<file path="config.mk">
export PLATFORM = sky130hd
export DESIGN_NAME = ifu_flat
export DESIGN_NICKNAME = d
export VERILOG_FILES = /design/src/rtl/ifu_if.sv /design/src/rtl/ifu.sv /design/src/flat_wrapper.sv
export SDC_FILE = /design/constraint.sdc
export NUM_CORES = 1
export LEC_CHECK = 0
export ABC_AREA = 1
export BUFFER_PORTS_ARGS = -buffer_cell sky130_fd_sc_hd__buf_2
export CORE_MARGIN = 5
export CORE_UTILIZATION = 30
export CTS_BUF_LIST = sky130_fd_sc_hd__clkbuf_4
export CTS_CLUSTER_DIAMETER = 120
export DETAILED_ROUTE_END_ITERATION = 10
export PLACE_DENSITY = 0.44
export SLEW_MARGIN = 20
export SYNTH_ARGS = -nofsm -noshare
export SYNTH_HDL_FRONTEND = slang
export SYNTH_SLANG_ARGS = --single-unit
</file>
<file path="constraint.sdc">
create_clock -name clk -period 4.9 [get_ports clk]
set_input_delay 0.98 -clock clk [delete_from_list [all_inputs] [get_ports clk]]
set_output_delay 0.98 -clock clk [all_outputs]
set_load 0.05 [all_outputs]
</file>
<file path="src/rtl/ifu_if.sv">
// ifu_if -- bundle of every signal between the instruction fetch unit and its
// neighbours.
//   Instruction memory: imem_req / imem_addr out, imem_gnt / imem_rvalid / imem_rdata in
//   Redirect from execute: redirect / redirect_pc in
//   Decode handoff: id_valid / id_inst / id_pc out, id_ready in
//   Status: misalign out
// Modports: master = the fetch unit, slave = memory, execute and decode side.
interface ifu_if;
  logic        imem_req;
  logic [31:0] imem_addr;
  logic        imem_gnt;
  logic        imem_rvalid;
  logic [31:0] imem_rdata;
  logic        redirect;
  logic [31:0] redirect_pc;
  logic        id_valid;
  logic        id_ready;
  logic [31:0] id_inst;
  logic [31:0] id_pc;
  logic        misalign;

  modport master (
    output imem_req, imem_addr, id_valid, id_inst, id_pc, misalign,
    input  imem_gnt, imem_rvalid, imem_rdata, redirect, redirect_pc, id_ready
  );

  modport slave (
    input  imem_req, imem_addr, id_valid, id_inst, id_pc, misalign,
    output imem_gnt, imem_rvalid, imem_rdata, redirect, redirect_pc, id_ready
  );
endinterface

</file>
<file path="src/rtl/ifu.sv">
// ifu -- instruction fetch unit with a two-entry instruction queue.
// Issues at most one outstanding fetch at a time, buffers returned
// instructions with their addresses and presents the oldest one to decode.
// Ports:
//   clk   single clock, rising edge
//   rstn  asynchronous active-low reset
//   bus   ifu_if.master (instruction memory, redirect, decode and status signals)
// Parameter:
//   RESET_PC  first fetch address after reset
// Optional build macro:
//   IFU_MISALIGN_CHK_EN  when defined, a redirect to a non word-aligned target
//   flushes, raises misalign and halts fetching until an aligned redirect.
//   When undefined the low two target bits are dropped and misalign is 0.
module ifu #(
  parameter logic [31:0] RESET_PC = 32'h0000_0000
) (
  input  logic  clk,
  input  logic  rstn,
  ifu_if.master bus
);

  // One-hot so imem_req is a single state flop rather than decode logic.
  typedef enum logic [3:0] {
    S_IDLE = 4'b0001,
    S_REQ  = 4'b0010,
    S_WAIT = 4'b0100,
    S_HALT = 4'b1000
  } state_t;

  state_t      r_state;
  logic [31:0] r_pc;       // next address to request
  logic [31:0] r_fpc;      // address of the fetch currently outstanding
  logic [1:0]  r_cnt;      // queue occupancy 0..2
  logic        r_discard;  // drop the next response (it belongs to a stale path)
  logic [31:0] r_q_inst [2];
  logic [31:0] r_q_pc   [2];

  logic        w_pop;
  logic        w_push;
  logic [1:0]  w_wr_idx;
  logic [1:0]  w_cnt_nxt;
  logic        w_out_nxt;
  logic [31:0] w_tgt;
  logic        w_bad;

  // Redirect wins over a same-cycle pop or push: the queue is flushed anyway.
  assign w_pop     = (r_cnt != 2'd0) && bus.id_ready && !bus.redirect;
  assign w_wr_idx  = r_cnt - {1'b0, w_pop};
  assign w_push    = (r_state == S_WAIT) && bus.imem_rvalid && !r_discard &&
                     !bus.redirect && (w_wr_idx != 2'd2);
  assign w_cnt_nxt = r_cnt + {1'b0, w_push} - {1'b0, w_pop};

  // A fetch is still in flight after this edge if it was granted now, or it
  // was already pending and no response arrived this cycle.
  assign w_out_nxt = ((r_state == S_REQ)  && bus.imem_gnt) ||
                     ((r_state == S_WAIT) && !bus.imem_rvalid) ||
                     ((r_state == S_HALT) && r_discard && !bus.imem_rvalid);

`ifdef IFU_MISALIGN_CHK_EN
  logic r_misalign;

  assign w_tgt = bus.redirect_pc;
  assign w_bad = (bus.redirect_pc[1:0] != 2'b00);

  always_ff @(posedge clk or negedge rstn) begin
    if (!rstn) begin
      r_misalign <= 1'b0;
    end else if (bus.redirect) begin
      r_misalign <= w_bad;
    end
  end

  assign bus.misalign = r_misalign;
`else
  logic w_unused_tgt_lsb;

  assign w_tgt            = {bus.redirect_pc[31:2], 2'b00};
  assign w_bad            = 1'b0;
  assign w_unused_tgt_lsb = ^bus.redirect_pc[1:0];
  assign bus.misalign     = 1'b0;
`endif

  always_ff @(posedge clk or negedge rstn) begin
    if (!rstn) begin
      r_state     <= S_IDLE;
      r_pc        <= RESET_PC;
      r_fpc       <= RESET_PC;
      r_cnt       <= 2'd0;
      r_discard   <= 1'b0;
      r_q_inst[0] <= 32'h0;
      r_q_inst[1] <= 32'h0;
      r_q_pc[0]   <= 32'h0;
      r_q_pc[1]   <= 32'h0;
    end else begin
      // Head is always entry 0; a pop shifts entry 1 down. A same-cycle push
      // lands in the slot freed by the pop (later assignment wins).
      if (w_pop) begin
        r_q_inst[0] <= r_q_inst[1];
        r_q_pc[0]   <= r_q_pc[1];
      end
      if (w_push) begin
        r_q_inst[w_wr_idx[0]] <= bus.imem_rdata;
        r_q_pc[w_wr_idx[0]]   <= r_fpc;
      end

      if (bus.redirect) begin
        r_cnt     <= 2'd0;
        r_discard <= w_out_nxt;
        if (w_bad) begin
          r_state <= S_HALT;
        end else begin
          r_pc    <= w_tgt;
          r_state <= w_out_nxt ? S_WAIT : S_REQ;
        end
      end else begin
        r_cnt <= w_cnt_nxt;
        case (r_state)
          S_IDLE: begin
            if (r_cnt != 2'd2) r_state <= S_REQ;
          end
          S_REQ: begin
            if (bus.imem_gnt) begin
              r_fpc   <= r_pc;
              r_pc    <= r_pc + 32'd4;
              r_state <= S_WAIT;
            end
          end
          S_WAIT: begin
            if (bus.imem_rvalid) begin
              r_discard <= 1'b0;
              r_state   <= (w_cnt_nxt != 2'd2) ? S_REQ : S_IDLE;
            end
          end
          S_HALT: begin
            // A response to a fetch abandoned on entry here simply drains.
            if (bus.imem_rvalid) r_discard <= 1'b0;
          end
          default: r_state <= S_IDLE;
        endcase
      end
    end
  end

  assign bus.imem_req  = (r_state == S_REQ);
  assign bus.imem_addr = r_pc;
  assign bus.id_valid  = (r_cnt != 2'd0);
  assign bus.id_inst   = r_q_inst[0];
  assign bus.id_pc     = r_q_pc[0];

endmodule

</file>
<file path="src/flat_wrapper.sv">
// flat-port wrapper written by rule: the top's interface ports become plain ports
module ifu_flat 
#(
  parameter logic [31:0] RESET_PC = 32'h0000_0000
)
  (clk, rstn, bus_imem_req, bus_imem_addr, bus_id_valid, bus_id_inst, bus_id_pc, bus_misalign, bus_imem_gnt, bus_imem_rvalid, bus_imem_rdata, bus_redirect, bus_redirect_pc, bus_id_ready);
  ifu_if bus_i ();
  input  logic clk;
  input  logic rstn;
  output wire logic [$bits(bus_i.imem_req)-1:0] bus_imem_req;
  output wire logic [$bits(bus_i.imem_addr)-1:0] bus_imem_addr;
  output wire logic [$bits(bus_i.id_valid)-1:0] bus_id_valid;
  output wire logic [$bits(bus_i.id_inst)-1:0] bus_id_inst;
  output wire logic [$bits(bus_i.id_pc)-1:0] bus_id_pc;
  output wire logic [$bits(bus_i.misalign)-1:0] bus_misalign;
  input wire logic [$bits(bus_i.imem_gnt)-1:0] bus_imem_gnt;
  input wire logic [$bits(bus_i.imem_rvalid)-1:0] bus_imem_rvalid;
  input wire logic [$bits(bus_i.imem_rdata)-1:0] bus_imem_rdata;
  input wire logic [$bits(bus_i.redirect)-1:0] bus_redirect;
  input wire logic [$bits(bus_i.redirect_pc)-1:0] bus_redirect_pc;
  input wire logic [$bits(bus_i.id_ready)-1:0] bus_id_ready;
  assign bus_imem_req = bus_i.imem_req;
  assign bus_imem_addr = bus_i.imem_addr;
  assign bus_id_valid = bus_i.id_valid;
  assign bus_id_inst = bus_i.id_inst;
  assign bus_id_pc = bus_i.id_pc;
  assign bus_misalign = bus_i.misalign;
  assign bus_i.imem_gnt = bus_imem_gnt;
  assign bus_i.imem_rvalid = bus_imem_rvalid;
  assign bus_i.imem_rdata = bus_imem_rdata;
  assign bus_i.redirect = bus_redirect;
  assign bus_i.redirect_pc = bus_redirect_pc;
  assign bus_i.id_ready = bus_id_ready;
  ifu #(.RESET_PC(RESET_PC)) u_core (.clk(clk), .rstn(rstn), .bus(bus_i));
endmodule
</file>
==> run summary <==
Synth area leader: dfrtp_1
Cells after DPL: 1,710
Starting Density: 30.4%
postcts setup bufs: 0
gr usage total: 14.8%
wire per inst: 15.1 um
vias: 7,685
crit path time final: 2810 ps
height of the die: 189 um
Post-CTS Resized: 0
clock tree root driver cell: clkbuf_4
Worst-Skew Late Latency: 580 ps
IO Port Bufs: 163
Post-Syn Area per Cell: 7.66 um2
post-synthesis sequential area ratio: 50.0%
layout cell share with drive strength beyond 1: 16.2%
Reg clk slew, reported paths: 150 ps
Final Routed Wirelength: 26.3 mm
clock sink count: 192
Pins Over Slew Limit: 0
placed cell area: 10,200 um2
final cell count without fillers: 1,741
Clock Skews: 30.8 ps
Distinct cells, synth: 33
Pre-Repair DR Iteration Count: 5
Area growth, synth to finish: 9.00%
Data required, critical path: 5330 ps
GRT overflow: 0
CORE AREA: 31,600 um2
DP Wirelength: 17.9 mm
CP Max Fanout: 68
post-layout instance area: 10,500 um2
power per cell area: 546 nW/um2
Ys Warns: 0
Slew headroom: 45.0%
CTS tree: built
# DRC: 0
leading post-synthesis cells by cell area: dfrtp_1 (50%), nand2_1 (19%), o21ai_1 (5.5%)
# IOs: 169
Leak: 0.00554 uW
cell area after synthesis: 9620 um2
hold_buf cts: 0
Fin. Hold Viols: 0
gpl congestion: 0.844
Hold WS: 418 ps
Worst-Margin Slew: 825 ps
Worst Setup Path Type: reg -> reg
Hold Crit Class: in -> async
CP arrival: 3240 ps
vias in the first global route: 7,499
die area: 35,700 um2
initial antenna violation count: 1
first-pass GRT wire length: 42.3 mm
TNS Setup: 0 ps
antenna-violating nets left: 0
vias per cell: 4.41
Starting DRT DRC Count: 415
final count of negative-setup-slack endpoints: 0
CP endpoint kind: flop
CTS Buffer Depth: 2
FP Rows: 65
CTS Buf Count: 17
status: finished, final reports clean
Max VDD drop: 0.242 mV
CP Launch Type: flop
Max Fclk: 356 MHz
Final nets: 1,400
RSZ-0062 raised after global routing: false
Yosys reg bits: 192
Max Cap Violations: 0
H-tree depth: 4
die width: 189 um
final worst path period share: 57.3%
top cell type's share of synthesized area: 49.7%
pin count of the biggest net entering global routing: 84
Cells after Synth: 1,255
-- power by group --
group	switching (uW)	internal (uW)	total (uW)
sequential	307	2040	2350
clock	559	262	821
combinational	1930	618	2550
-- stage by stage --
step	utilization [%]	power, uW	setup slack, ps
6_report	33.1	5720	2090
2_1_floorplan	-	4600	2000
4_1_cts	33.1	5820	2030
3_3_place_gp	32.4	4960	1510
5_1_grt	33.1	6180	1770
3_5_place_dp	32.4	4980	1490
-- kinds of logic (layout without fill, tap and decap cells) --
kind of cell / count (synthesis) / in the layout / share of synthesized area [%]
AO/OA/AOI/OAI: 186 / 186 / 10.1
XOR/XNOR: 7 / 7 / 0.637
adder cells (fa/ha/maj): 3 / 3 / 0.390
buffers and inverters: 241 / 322 / 13.2
flip-flops: 192 / 192 / 50.0
other: 1 / 4 / 0.0390
AND/OR/NAND/NOR: 625 / 625 / 25.6
-- metal layers --
metal	routed length [um]	share of wire (%)	track usage, %	up-vias
li1	-	-	-	4013
met1	13800	53	22.8	3471
met2	10800	41	21.2	184
met3	1260	4.8	3.26	17
met4	330	1.3	3.36	0
met5	0	0	0	-
-- critical path, stage by stage (launching register included) --
cell and delay [ps]:
dfrtp_1 450, nor2_1 110, inv_1 80, nand3_4 70
inv_2 40, ha_1 330, nand2_1 80, nand3_1 100
nor3_4 310, nand2_4 450, buf_4 440, nand2_1 90
o21ai_0 70
-- Yosys cell counts --
cell type and n:
o22ai_1 1, nor3_1 3, conb_1 1, buf_1 1
nand2_1 476, nand2_2 2, o21ai_0 58, o21bai_1 3
xnor2_1 2, buf_4 67, o211ai_1 1, buf_2 16
xor2_1 5, nand3_1 44, dfstp_2 1, a211oi_1 1
clkbuf_1 26, nand4_1 11, inv_2 4, o21ai_2 4
o221ai_1 3, nor3_2 1, nand3_2 1, inv_1 113
nor2_1 86, a22oi_1 1, ha_1 3, o21ai_1 106
a21oi_1 8, buf_6 13, dfrtp_1 191, nor3_4 1
clkinv_1 1
-- registers in the layout, indices dropped and copies added (netlist names) --
register	flops
u_core.r_q_pc	30
u_core.bus.id_inst	32
u_core.r_q_inst	32
u_core.r_fpc	30
u_core.bus.imem_addr	30
u_core.r_state	3
u_core.r_cnt	2
u_core.r_discard	1
u_core.bus.id_pc	32
-- path summary, 6_finish.rpt --
kind	from	end	slack, ps	cells past startpoint
worst max register to register	u_core.r_cnt[1]$_DFF_PN0_	u_core.bus.id_inst[2]$_DFF_PN0_	2090	12
worst max-delay path	u_core.r_cnt[1]$_DFF_PN0_	u_core.bus.id_inst[2]$_DFF_PN0_	2090	12
worst min-delay path	rstn	u_core.r_q_inst[23]$_DFFE_PN0P_	420	1
worst min register to register	u_core.r_q_pc[13]$_DFFE_PN0P_	u_core.r_q_pc[13]$_DFFE_PN0P_	500	2
min in group clk	u_core.r_q_pc[13]$_DFFE_PN0P_	u_core.r_q_pc[13]$_DFFE_PN0P_	500	2
max in group asynchronous	rstn	u_core.r_q_inst[31]$_DFFE_PN0P_	3390	2
-- placed cells by master (no fill, tap or decap), types with 5 or more instances in the layout --
cell,n
nand2_1,476
dfrtp_1,191
buf_2,162
inv_1,113
o21ai_1,106
nor2_1,86
o21ai_0,58
nand3_1,43
clkbuf_4,20
nand4_1,11
buf_4,10
a21oi_1,8
xor2_1,5
-- layout make-up --
cell class	count	area (um2)
fill	3488	21200
clock buffer	20	150
inverter	118	443
timing repair buffer	174	920
tap	402	503
antenna	1	2.50
sequential	192	4810
clock inverter	10	91.3
multi-input combinational	824	3570
Note: power is estimated with default switching activity, not from simulation.
